File: src/rtl/led_flasher_pkg.sv
// led_flasher_pkg: shared types and widths for the LED flasher.
//   state_t  - per-channel sequence state (IDLE, ON, OFF)
//   PHASE_W  - width of the per-channel phase tick counter
//   FLASH_W  - width of the per-channel flash counter
//   PWM_W    - width of the shared brightness PWM counter
package led_flasher_pkg;

    typedef enum logic [1:0] {
        IDLE = 2'd0,
        ON   = 2'd1,
        OFF  = 2'd2
    } state_t;

    localparam int PHASE_W = 8;
    localparam int FLASH_W = 4;
    localparam int PWM_W   = 4;

endpackage

File: src/rtl/led_flasher_ch.sv
// led_flasher_ch: one LED channel sequencer.
//   clk, rst - clock and asynchronous active-high reset
//   tick     - shared prescaler tick
//   pwm_hi   - brightness gate applied to the lit state (constant 1 without PWM)
//   evt      - single-cycle trigger event
//   led      - registered LED drive
//   busy     - registered "sequence in progress" flag
// A sequence is FLASHES lit phases separated by dark phases, with no dark
// phase after the last flash. One extra trigger can be queued while busy.
module led_flasher_ch
    import led_flasher_pkg::*;
#(
    parameter int ON_TICKS  = 10,
    parameter int OFF_TICKS = 10,
    parameter int FLASHES   = 3
) (
    input  logic clk,
    input  logic rst,
    input  logic tick,
    input  logic pwm_hi,
    input  logic evt,
    output logic led,
    output logic busy
);

    localparam logic [PHASE_W-1:0] ON_L  = PHASE_W'(ON_TICKS);
    localparam logic [PHASE_W-1:0] OFF_L = PHASE_W'(OFF_TICKS);
    localparam logic [FLASH_W-1:0] FL_L  = FLASH_W'(FLASHES);
    localparam logic [PHASE_W-1:0] PH_ONE = PHASE_W'(1);
    localparam logic [FLASH_W-1:0] FL_ONE = FLASH_W'(1);

    state_t               state, state_nxt;
    logic [PHASE_W-1:0]   phase, phase_nxt;
    logic [FLASH_W-1:0]   flash, flash_nxt;
    logic                 pend,  pend_nxt;

    always_ff @(posedge clk or posedge rst) begin
        if (rst) begin
            state <= IDLE;
            phase <= '0;
            flash <= '0;
            pend  <= 1'b0;
            led   <= 1'b0;
            busy  <= 1'b0;
        end else begin
            state <= state_nxt;
            phase <= phase_nxt;
            flash <= flash_nxt;
            pend  <= pend_nxt;
            // Outputs decode the next state so they line up with 'state'.
            led   <= (state_nxt == ON) && pwm_hi;
            busy  <= (state_nxt != IDLE);
        end
    end

    always_comb begin
        state_nxt = state;
        phase_nxt = phase;
        flash_nxt = flash;
        pend_nxt  = pend;
        case (state)
            IDLE: begin
                if (evt) begin
                    state_nxt = ON;
                    phase_nxt = ON_L;
                    flash_nxt = FL_L;
                end
            end
            ON: begin
                if (evt) pend_nxt = 1'b1;
                if (tick) begin
                    phase_nxt = phase - 1'b1;
                    if (phase == PH_ONE) begin
                        flash_nxt = flash - 1'b1;
                        if (flash != FL_ONE) begin
                            state_nxt = OFF;
                            phase_nxt = OFF_L;
                        end else if (pend || evt) begin
                            // Queued (or coincident) trigger restarts straight into ON.
                            state_nxt = ON;
                            phase_nxt = ON_L;
                            flash_nxt = FL_L;
                            pend_nxt  = 1'b0;
                        end else begin
                            state_nxt = IDLE;
                            pend_nxt  = 1'b0;
                        end
                    end
                end
            end
            OFF: begin
                if (evt) pend_nxt = 1'b1;
                if (tick) begin
                    phase_nxt = phase - 1'b1;
                    if (phase == PH_ONE) begin
                        state_nxt = ON;
                        phase_nxt = ON_L;
                    end
                end
            end
            default: begin
                state_nxt = IDLE;
                pend_nxt  = 1'b0;
            end
        endcase
    end

endmodule

File: src/rtl/led_tick_gen.sv
// led_tick_gen: free-running prescaler shared by all flasher channels.
//   clk  - clock, rising edge
//   rst  - asynchronous active-high reset (count returns to 0)
//   tick - one-cycle pulse while the count sits at TICK_DIV-1
module led_tick_gen #(
    parameter int TICK_DIV = 1000000
) (
    input  logic clk,
    input  logic rst,
    output logic tick
);

    localparam int CW = (TICK_DIV > 1) ? $clog2(TICK_DIV) : 1;
    localparam logic [CW-1:0] LAST = CW'(TICK_DIV - 1);

    logic [CW-1:0] cnt;

    assign tick = (cnt == LAST);

    always_ff @(posedge clk or posedge rst) begin
        if (rst)       cnt <= '0;
        else if (tick) cnt <= '0;
        else           cnt <= cnt + 1'b1;
    end

endmodule

File: src/rtl/led_flasher.sv
// led_flasher: W independent LED flash sequencers sharing one prescaler.
//   clk     - clock, rising edge
//   rst     - asynchronous active-high reset
//   evt_in  - per-channel single-cycle trigger pulses
//   led_out - per-channel registered LED drive, active high
//   busy    - per-channel flag, high while a sequence runs
// Build option: define LEDFLASHER_PWM_EN to gate the lit state with a
// 4-bit free-running PWM counter (lit while counter < DUTY).
module led_flasher
    import led_flasher_pkg::*;
#(
    parameter int W         = 1,
    parameter int TICK_DIV  = 1000000,
    parameter int ON_TICKS  = 10,
    parameter int OFF_TICKS = 10,
    parameter int FLASHES   = 3,
    parameter int DUTY      = 8
) (
    input  logic         clk,
    input  logic         rst,
    input  logic [W-1:0] evt_in,
    output logic [W-1:0] led_out,
    output logic [W-1:0] busy
);

    if (ON_TICKS < 1 || ON_TICKS > 255)   begin : g_bad_on    $error("ON_TICKS out of range");  end
    if (OFF_TICKS < 1 || OFF_TICKS > 255) begin : g_bad_off   $error("OFF_TICKS out of range"); end
    if (FLASHES < 1 || FLASHES > 15)      begin : g_bad_fl    $error("FLASHES out of range");   end
    if (DUTY < 0 || DUTY > 16)            begin : g_bad_duty  $error("DUTY out of range");      end

    logic tick;
    logic pwm_hi;

    led_tick_gen #(.TICK_DIV(TICK_DIV)) u_tick (
        .clk  (clk),
        .rst  (rst),
        .tick (tick)
    );

`ifdef LEDFLASHER_PWM_EN
    localparam logic [PWM_W:0] DUTY_L = (PWM_W+1)'(DUTY);
    logic [PWM_W-1:0] pwm_cnt;

    always_ff @(posedge clk or posedge rst) begin
        if (rst) pwm_cnt <= '0;
        else     pwm_cnt <= pwm_cnt + 1'b1;
    end

    // Extra MSB lets DUTY=16 compare as "always lit".
    assign pwm_hi = ({1'b0, pwm_cnt} < DUTY_L);
`else
    assign pwm_hi = 1'b1;
`endif

    for (genvar i = 0; i < W; i++) begin : g_ch
        led_flasher_ch #(
            .ON_TICKS  (ON_TICKS),
            .OFF_TICKS (OFF_TICKS),
            .FLASHES   (FLASHES)
        ) u_ch (
            .clk    (clk),
            .rst    (rst),
            .tick   (tick),
            .pwm_hi (pwm_hi),
            .evt    (evt_in[i]),
            .led    (led_out[i]),
            .busy   (busy[i])
        );
    end

endmodule

File: config.mk
export PLATFORM = sky130hd
export DESIGN_NAME = led_flasher
export DESIGN_NICKNAME = d
export VERILOG_FILES = /design/src/rtl/led_flasher_pkg.sv /design/src/rtl/led_flasher_ch.sv /design/src/rtl/led_tick_gen.sv /design/src/rtl/led_flasher.sv
export SDC_FILE = /design/constraint.sdc
export NUM_CORES = 1
export LEC_CHECK = 0
export ABC_AREA = 1
export ABC_CLOCK_PERIOD_IN_PS = 1500
export BUFFER_PORTS_ARGS = -buffer_cell sky130_fd_sc_hd__buf_2
export CORE_ASPECT_RATIO = 1.5
export CORE_MARGIN = 8
export CORE_UTILIZATION = 30
export CTS_CLUSTER_DIAMETER = 60
export DETAILED_ROUTE_END_ITERATION = 8
export REMOVE_ABC_BUFFERS = 1
export SETUP_SLACK_MARGIN = 0.15
export SYNTH_ARGS = -nofsm -noshare
export SYNTH_HDL_FRONTEND = slang
export SYNTH_SLANG_ARGS = --single-unit
File: constraint.sdc
create_clock -name clk -period 1.5 [get_ports clk]
set_input_delay 0.225 -clock clk [delete_from_list [all_inputs] [get_ports clk]]
set_output_delay 0.225 -clock clk [all_outputs]
set_load 0.01 [all_outputs]
Word level (Yosys, flattened, before mapping) --
Index checks and enable logic that the tools add are counted.
Word-level totals: input port bits 3, register bits after elaboration 37, word-level logic and storage cells 55, output and inout bits 2
Cells by class: eq/ne operators 10, $add $sub $neg 3, reduce and logical (&&, ||, !) cells 7, muxes and demuxes 28
Operators by type and width (number):
- 8-bit 2-to-1 mux | 7
- 8-bit case mux with 3 select lines | 1
- 20-bit by 1-bit adder with 20-bit output (second input constant) | 1
- 20-bit equality test (second input constant) | 1
- 20-bit 2-to-1 mux | 1
- 4-bit 2-to-1 mux | 5
- 2-bit 2-to-1 mux | 6
- 8-bit by 1-bit equality test with 1-bit output (second input constant) | 1
- 4-bit case mux with 2 select lines | 1
- 4-bit AND reduction | 2
- 8-bit by 1-bit subtractor with 8-bit output (second input constant) | 1
- 2-bit by 1-bit != test with 1-bit output (second input constant) | 3
- 2-bit case mux with 3 select lines | 1
- 1-bit 2-to-1 mux | 5
- 2-bit by 1-bit equality test with 1-bit output (second input constant) | 2
- 4-bit by 1-bit != test with 1-bit output (second input constant) | 1
- 2-bit nonzero test | 2
- 4-bit by 1-bit subtractor with 4-bit output (second input constant) | 1
- 1-bit case mux with 3 select lines | 1
- 3-bit nonzero test | 1
- 2-bit equality test (second input constant) | 1
- 2-bit zero test | 1
- 2-bit != test (second input constant) | 1
- 1-bit logical OR | 1

Longest topological paths before layout --
word-level depth 7, depth in mapped cells 12, mapped depth without buffers 12

By module --
From an unflattened synthesis, not the netlist that was laid out.
Second synthesis, totals: cells, all modules 311, area, all modules 2339.7 µm²
Modules (own cells, without submodules):
- led_tick_gen | seq. area each 500.5 µm², cells each 163, instances 1, area an instance 1208.7 µm²
- led_flasher_ch | seq. area each 425.4 µm², cells each 147, instances 1, area an instance 1127.3 µm²
- led_flasher | seq. area each 0.0 µm², cells each 1, instances 1, area an instance 3.8 µm²

Worst setup path before layout --
OpenSTA, ideal clock, no wires.
path kind reg2reg, start point reg u_tick.cnt[0], end point reg u_tick.cnt[16], clock period less this slack 1565 ps, arrival time 1441 ps, path buffers 0, data required time 1377 ps, setup time 123 ps, cell stages (with the launch flop) 9, slack -65 ps, path through dfrtp_1 > ha_1 > nand3_2 > nor2_1 > nand4_1 > nor2_4 > nand2_1 > o21ai_0 > a21oi_1
Between the ends: cells in the longest elaborated chain, start to end 2, elaborated cells on any way between the ends 3, those cells by class 1 x add/sub; 1 x eq/ne; 1 x mux
Ends and longest elaborated chain:
- from (decl) | line led_tick_gen.sv:16 | logic [CW-1:0] cnt;
- from (signal assigned) | line led_tick_gen.sv:23 | else cnt <= cnt + 1'b1;
- 20-bit by 1-bit adder with 20-bit output / 20-bit equality test (equally long branches) | line led_tick_gen.sv:23, led_tick_gen.sv:18
- 20-bit 2-to-1 mux * | line led_tick_gen.sv:22 | else if (tick) cnt <= '0;
Mark *: on every way between the ends. The rest lies on a longest branch, timed or not. A chain may end at the register's enable or synchronous reset.

Worst setup path in the final report --
start point reg u_tick.cnt[0], end point reg g_ch[0].u_ch.phase[7]
Between the ends: cells in the longest elaborated chain, start to end 3, elaborated cells on any way between the ends 4, those cells by class 3 x eq/ne; 1 x reduce/logical
Ends and longest elaborated chain:
- 20-bit equality test * | line led_tick_gen.sv:18 | assign tick = (cnt == LAST);
- 2-bit by 1-bit != test with 1-bit output (no line)
- 4-bit AND reduction (no line) *
- to (signal assigned) | line led_flasher_ch.sv:47 | phase <= phase_nxt;
- to (decl) | line led_flasher_ch.sv:33 | logic [PHASE_W-1:0] phase, phase_nxt;
Marks and branches as above.

==> flow_summary.json <==
{
  "status": "finished, violations left",
  "violations": "negative setup slack",
  "rsz0062_at_grt": "yes",
  "cts.sinks": 37,
  "port-buffer-count": 4,
  "max_stage_delay_ns": 0.40,
  "reg2reg_to": "g_ch[0].u_ch.phase[7]",
  "peakVddDrop_mv": 1.18,
  "cts_tree": "built",
  "hold_viol_final": 0,
  "nNetsFinal": 398,
  "overflow": 0,
  "vias": 2272,
  "seqPwrFrac": 0.270,
  "clock_power_share": 0.282,
  "critPathKind": "flop to flop",
  "drive_gt1_frac": 0.380,
  "routabilityCongestion": 0.882,
  "clkSlewWorstSetupHoldPaths_ns": 0.06,
  "io_pins": 5,
  "comb_power_share": 0.449,
  "path_cells": "ha_4 -> nand2_2 -> nor2_2 -> nand2_2 -> nor2_4 -> nand2_2 -> o21ai_2 -> nand2_4 -> buf_6 -> a21oi_2 -> a21oi_1",
  "finalSetupViolCount": 31,
  "die_area_sq_um": 10800,
  "coreArea_sq_um": 7510,
  "grt_use_total": 0.120,
  "insertion_delay_ns": 0.28,
  "r2r-start": "u_tick.cnt[0]",
  "finalCritPeriodShare": 1.07,
  "yosys_warnings": 0,
  "dr.first_iter.drc_count": 54,
  "rows": 39,
  "cp.arrival_ns": 1.76,
  "initial_core_util": 0.306,
  "numCtsBuffers": 5,
  "fill_cells": 751,
  "die_h_um": 123,
  "synth_area_leaders": "dfrtp_1 40%, inv_1 8.8%, nand2_1 8.3%",
  "clockRootBuffer": "clkbuf_16",
  "critPathCaptureType": "flop",
  "avgSynthCellArea_sq_um": 7.51,
  "max_slew_margin": 0.678,
  "r2r_slack_ns": -0.1,
  "avgViaCountPerCell": 4.65,
  "synthArstFlopShare": 1.00,
  "crit_required_ns": 1.66,
  "wl_per_cell_um": 12.3,
  "ys.flop_type": "dfrtp_1",
  "drt_wl_total_um": 6010,
  "internal_power_uw": 3100,
  "synth_top_area_cell": "dfrtp_1",
  "fmax_mhz": 625,
  "pwr_density_cell_nw_per_um2": 1430,
  "startpoint_type": "flop",
  "synth_common_cells": "54 x inv_1, 51 x nand2_1, 37 x dfrtp_1, 34 x nor2_1, 28 x nand3_1",
  "netlist_instances": 306,
  "swShare": 0.365,
  "max_slew.worst_pin.slew_ns": 0.483,
  "synth_top_area_share": 0.403,
  "htree_levels": 2,
  "syn_to_final_growth_pct": 48.2,
  "switchingPower_uw": 1780,
  "slowest_stage": "dfrtp_1",
  "ys_ff_latch": 37,
  "antenna_found_initial": 0,
  "final_util": 0.453,
  "hpwl_um": 4230,
  "drcViolationCount": 0,
  "p_leak_uw": 0.00170,
  "clock_skew_ns": 0.00482,
  "dp_worst_setup_slack_ns": -0.131,
  "yosysMostFrequentCell": "inv_1",
  "grt_pass1_vias": 2391,
  "hold_ws_ns": 0.0519,
  "hold_path.class": "input pin to asynchronous set/reset pin",
  "finalWorstSetupSlack_ns": -0.0992,
  "fin_crit_ns": 1.60,
  "drv_slew": 0,
  "firstDrtPassIters": 4,
  "synth_area_sq_um": 2300,
  "die_x_um": 87.5,
  "grt_pass1_wl_um": 10200,
  "synth-edff-count": 0,
  "final_antenna_net_count": 0,
  "yosysSeqAreaShare": 0.403,
  "maxCapViolCount": 0,
  "clock_path_buffers": 2,
  "n_antenna_cell": 0,
  "rr_worst_depth": 11,
  "grt_max_degree": 38,
  "crit_path_frequent_cell": "nand2_2",
  "yosysUniqueCellTypes": 25,
  "worstPathMaxFanout": 4
}
[worst max-delay path: cells and delay by family, from the launching register on]
family          cells  cell delay, ns
simple gates        6            0.54
flops               1            0.40
compound gates      3            0.22
fa+ha+maj           1            0.18
buf+inv             1            0.14
[sequential cells by signal (all words and copies together) (netlist names)]
register	flops
g_ch.u_ch.phase	8
g_ch.u_ch.busy	1
g_ch.u_ch.flash	4
g_ch.u_ch.led	1
g_ch.u_ch.state	2
u_tick.cnt	20
g_ch.u_ch.pend	1
[cells in the final DEF, fill, tap and decap left out, types with 4 or more instances in the layout]
cell,count
a21oi_2,4
o21ai_2,6
buf_4,66
a21oi_1,10
o21ai_0,10
buf_2,4
nor2_1,23
buf_6,5
nor3_1,6
nand2_2,10
clkbuf_16,5
o21ai_1,10
dfrtp_1,37
ha_4,5
nand3_4,4
nand4_1,9
inv_2,6
nor2_4,8
nor2_2,11
xor2_1,9
nand3_1,25
nand2_1,42
inv_1,50
[through the flow]
step | total power (uW) | setup TNS [ns] | instance area, sq um | std cells
floorplan | 2360 | -0.169 | 2270 | 303
global placement | 3030 | -1.15 | 2830 | 464
detailed placement | 3050 | -2.11 | 2830 | 464
CTS | 4770 | -0.666 | 3260 | 483
global route | 5190 | -5.55 | 3400 | 489
finish | 4880 | -1.49 | 3400 | 489
[worst max path at each step]
stage / from / end / slack, ns / cells after the start
floorplan: u_tick.cnt[0] / u_tick.cnt[16] / -0.06 / 8
finish: u_tick.cnt[0] / g_ch[0].u_ch.phase[7] / -0.1 / 11
detailed placement: g_ch[0].u_ch.phase[1] / g_ch[0].u_ch.phase[7] / -0.13 / 9
CTS: u_tick.cnt[1] / u_tick.cnt[14] / -0.07 / 8
global route: u_tick.cnt[0] / g_ch[0].u_ch.phase[7] / -0.23 / 11
global placement: g_ch[0].u_ch.state[1] / g_ch[0].u_ch.flash[1] / -0.10 / 7
[cell families after synthesis]
kind of cell	Yosys count	share of synthesized area
AND/OR/NAND/NOR	146	0.305
AO/OA/AOI/OAI	43	0.0964
flip-flops	37	0.403
adder cells (fa/ha/maj)	9	0.0490
XOR/XNOR	11	0.0419
buffers and inverters	60	0.105
[layer usage]
metal,routed length [um],GRT usage,vias up,share of wire
li1,-,-,1139,-
met2,3380,0.231,32,0.56
met3,91,0.0206,23,0.015
met1,2290,0.114,1078,0.38
met4,256,0.0692,0,0.043
met5,0,0,-,0
[area by class of cell]
| class | instances | area, sq um | share of cell area |
|---|---|---|---|
| tap | 102 | 128 | 0.0375 |
| sequential | 37 | 926 | 0.272 |
| timing repair inverter | 1 | 3.75 | 0.00110 |
| multi-input combinational | 209 | 1360 | 0.401 |
| timing repair buffer | 75 | 572 | 0.168 |
| clock buffer | 5 | 125 | 0.0368 |
| inverter | 57 | 221 | 0.0650 |
| clock inverter | 3 | 65.1 | 0.0191 |
[power by group through the flow]
| stage | Clock, uW | Combinational, uW | Sequential, uW |
|---|---|---|---|
| 2_1_floorplan | 0 | 1040 | 1320 |
| 3_3_place_gp | 0 | 1710 | 1310 |
| 3_5_place_dp | 0 | 1730 | 1310 |
| 4_1_cts | 1410 | 2060 | 1300 |
| 5_1_grt | 1440 | 2420 | 1330 |
| 6_report | 1370 | 2190 | 1320 |
[timing repair]
| action | CTS | global route |
|---|---|---|
| setup buffers | 10 | 6 |
| gates cloned | 1 | 0 |
| hold buffers | 0 | 0 |
| pin swaps | 11 | 9 |
| resized for setup | 54 | 27 |
| setup endpoints to repair | 34 | 35 |
Power figures use the tool's default switching activity.
